`config.mk`:
```
export PLATFORM = sky130hd
export DESIGN_NAME = piso_shift_reg
export DESIGN_NICKNAME = d
export VERILOG_FILES = /design/src/rtl/piso_pkg.sv /design/src/rtl/piso_bit_counter.sv /design/src/rtl/piso_shift_reg.sv
export SDC_FILE = /design/constraint.sdc
export NUM_CORES = 1
export LEC_CHECK = 0
export ABC_AREA = 1
export CAP_MARGIN = 20
export CORE_AREA = 2 2 39 41
export CTS_CLUSTER_DIAMETER = 40
export DETAILED_ROUTE_END_ITERATION = 12
export DIE_AREA = 0 0 41 43
export PLACE_DENSITY = 0.59
export SLEW_MARGIN = 20
export SYNTH_ARGS = -nofsm -noshare
export SYNTH_HDL_FRONTEND = slang
export SYNTH_HIERARCHICAL = 1
export SYNTH_SLANG_ARGS = --single-unit
```
`constraint.sdc`:
```
create_clock -name clk -period 0.8 [get_ports clk]
set_input_delay 0.12 -clock clk [delete_from_list [all_inputs] [get_ports clk]]
set_output_delay 0.12 -clock clk [all_outputs]
set_load 0.005 [all_outputs]
```
`src/rtl/piso_pkg.sv`:
```
// Shared constants and helpers for the parallel-in serial-out shifter.
package piso_pkg;

    localparam int unsigned PISO_BITS_DEF = 8;

    // Width needed to hold a bit count from 0 up to and including bits.
    function automatic int unsigned cnt_w(input int unsigned bits);
        return $clog2(bits + 1);
    endfunction

endpackage

```
`src/rtl/piso_bit_counter.sv`:
```
// Down-counter reporting how many serial bits of the current word remain.
// Present only when PISO_STATUS_EN is defined.
`ifdef PISO_STATUS_EN
module piso_bit_counter
    import piso_pkg::*;
#(
    parameter int unsigned BITS = PISO_BITS_DEF
) (
    input  logic                      clk,
    input  logic                      rst,
    input  logic                      load,
    output logic                      busy,
    output logic [cnt_w(BITS)-1:0]    bits_left
);

    localparam int unsigned CW = cnt_w(BITS);

    // Load arms a full word; each shift edge consumes one bit, saturating at zero.
    always_ff @(posedge clk or negedge rst) begin
        if (!rst) begin
            bits_left <= '0;
            busy      <= 1'b0;
        end else if (load) begin
            bits_left <= CW'(BITS);
            busy      <= 1'b1;
        end else if (bits_left != '0) begin
            bits_left <= bits_left - CW'(1);
            busy      <= (bits_left > CW'(1));
        end
    end

endmodule
`endif

```
`src/rtl/piso_shift_reg.sv`:
```
// Parallel-in serial-out shift register, MSB first, zero fill after the word.
// Define PISO_STATUS_EN to add busy/bits_left status outputs.
module piso_shift_reg
    import piso_pkg::*;
#(
    parameter int unsigned BITS = PISO_BITS_DEF
) (
    input  logic                      clk,
    input  logic                      rst,
    input  logic                      load,
    input  logic [BITS-1:0]           d_in,
`ifdef PISO_STATUS_EN
    output logic                      busy,
    output logic [cnt_w(BITS)-1:0]    bits_left,
`endif
    output logic                      s_out
);

    logic [BITS-1:0] shift_reg;

    // Load overrides shifting, so a mid-word load discards the remaining bits.
    always_ff @(posedge clk or negedge rst) begin
        if (!rst) begin
            shift_reg <= '0;
        end else if (load) begin
            shift_reg <= d_in;
        end else begin
            shift_reg <= {shift_reg[BITS-2:0], 1'b0};
        end
    end

    assign s_out = shift_reg[BITS-1];

`ifdef PISO_STATUS_EN
    piso_bit_counter #(
        .BITS      (BITS)
    ) u_bit_counter (
        .clk       (clk),
        .rst       (rst),
        .load      (load),
        .busy      (busy),
        .bits_left (bits_left)
    );
`endif

endmodule

```
==> flow_summary.yaml <==
run_status:
  outcome: "finished, violations left"
  violations: "setup timing"
global_route:
  antenna_found_initial: 0
  overflow: 0
  grt_first_pass_wirelength_um: 924
  grt_pass1_vias: 219
  grt_max_degree: 9
  grt_usage_pct: 8.621
synthesis:
  yosysWarnings: 6
  synthCells: 33
  synth-seq-cells: 8
  syn_nets: 44
  ys_seq_area_share_pct: 66.39
  syn_area_per_cell_um2: 9.138
  syn_area_um2: 301.5
  synth_cell_types: 5
cts:
  cts_inserted_buffers: 3
  cts_tree: "done"
  cts_num_sinks: 8
  ctsHoldBuffers: 0
  path_clk_slew_ns: 0.05
  htreeDepth: 1
  clk_path_buf_depth: 2
  insertion_delay_ns: 0.25
  cts_setup_buffers: 0
  cts.repair.resized: 4
  root_buffer: "clkbuf_4"
pwr:
  p_int_w: 0.0006850
  ir_worst_vdd_uv: 731.0
  powerDensity_nw_per_um2: 1850
  combPwrFrac_pct: 13.9
  seqPwrFrac_pct: 50.9
  p_sw_share_pct: 21.72
  pwr-share-clk_pct: 35.2
  switchingPower_w: 0.0001900
  leakagePower_nw: 0.2496
place:
  dp_hpwl_um: 396.9
  post-place-ws_ns: -0.1688
  port_buffers: 11
  placedInstanceArea_um2: 455.4
  gp_congestion: 0.6554
cells_and_area:
  final_common_cell: "nand2_1"
  fin_nets: 62
  nFillCells: 148
  drive_above_1_share_pct: 16.33
  post-route-util_pct: 34.18
  fin_area_um2: 473.0
  diodes: 0
  area_growth_pct: 56.85
  final_cell_mix: "nand2_1 (22), clkdlybuf4s50_1 (10), dfrtp_1 (8)"
  largest_register_ffs: 8
worst_setup_path:
  end_kind: "output pin"
  r2r_cells: 2
  required_ns: 0.68
  slowest_delay_ns: 0.35
  critical_path_cell_count: 1
  worstPathCellList: "buf_2"
  cpMaxStageDelayCell: "dfrtp_1"
  critPathTopFamily: "flip-flops"
  cp.arrival_ns: 0.72
  cp_max_fo: 1
  critical_path_class: "register to output pin"
  worst-path-buf-inv: 1
  cp-start-kind: "register"
floorplanning:
  rows: 14
  die_w_um: 41
  die_y_um: 43
  core_area_um2: 1384
  die_area_um2: 1763
  ios: 12
  initial_utilization_pct: 21.79
sta:
  hold_slack_ns: 0.1829
  setup-violations-final: 1
  hold_viol: 0
  clock_skew_ns: 0.002583
  relSlewSlack_pct: 91.92
  setup_tns_ns: -0.03732
  fin_crit_ns: 0.8373
  layout_worst_path_cycle_share_pct: 104.7
  slew_violations: 0
  max_freq_ghz: 1.194
  rsz0062_at_grt: "yes"
  worst_pin_slew_ns: 0.1209
  fin_ws_ns: -0.03732
flow_run:
  drv_cap: 0
routing:
  drtPass1Iterations: 2
  dr.first_iter.drc_count: 1
  drtAntennaViolNets: 0
  num_vias: 247
  viasPerCell: 3.800
  routed_wl_um: 533
  detail_route.wl_per_cell_um: 8.200
  drc_errors: 0
min_path:
  hold_class: "input port to async pin"
Yosys cell counts:
cell	instances	share of area [%]
inv_1	1	1.2
dfrtp_1	8	66
buf_6	1	3.7
nand2_1	22	27
inv_2	1	1.2
metrics by stage:
| step | std cells | power [W] |
|---|---|---|
| 6_report | 65 | 0.0008750 |
| 5_1_grt | 65 | 0.0009305 |
| 4_1_cts | 65 | 0.0008910 |
| 3_5_place_dp | 62 | 0.0005812 |
| 3_3_place_gp | 62 | 0.0005798 |
| 2_1_floorplan | 33 | 0.0004931 |
cells by family (layout without fill, tap and decap cells):
logic type    after synthesis  count (layout)  share of synthesized area, %
simple gates               22              22                         27.39
flops                       8               8                         66.39
buf+inv                     3              19                         6.221
power by group through the flow:
stage	combinational, W	clock, W	sequential (W)
after CTS	0.000125	0.000321	0.000445
after global placement	0.000127	0	0.000453
final	0.000122	0.000308	0.000445
after detailed placement	0.000128	0	0.000453
after global routing	0.000139	0.000344	0.000448
after floorplan	0.0000415	0	0.000452
per-layer routing:
layer / vias up / track usage, % / part of all wire (%) / wire length, µm
met2: 12 / 9.375 / 41 / 219
met4: 0 / 6.000 / 1.5 / 8
li1: 128 / - / - / -
met1: 105 / 11.30 / 45 / 239
met5: - / 0 / 0 / 0
met3: 2 / 6.283 / 12 / 65
final cells by class:
type,count,area [µm²],area share (%)
Multi-Input combinational cell,22,82.58,17.46
Inverter,2,7.507,1.587
Tap cell,16,20.02,4.233
Sequential cell,8,200.2,42.33
Clock buffer,3,22.52,4.762
Timing Repair Buffer,14,140.1,29.63
path summary, 6_finish.rpt:
| kind | start | endpoint | slack, ns |
|---|---|---|---|
| min in group clk | d_in[0] | shift_reg[0] | 0.39 |
| max | shift_reg[7] | s_out | -0.04 |
| max reg2reg | shift_reg[1] | shift_reg[2] | 0.21 |
| min reg2reg | shift_reg[6] | shift_reg[7] | 0.44 |
| max in group asynchronous | rst | shift_reg[0] | 0.52 |
| min | rst | shift_reg[4] | 0.18 |
Power figures use the tool's default switching activity.
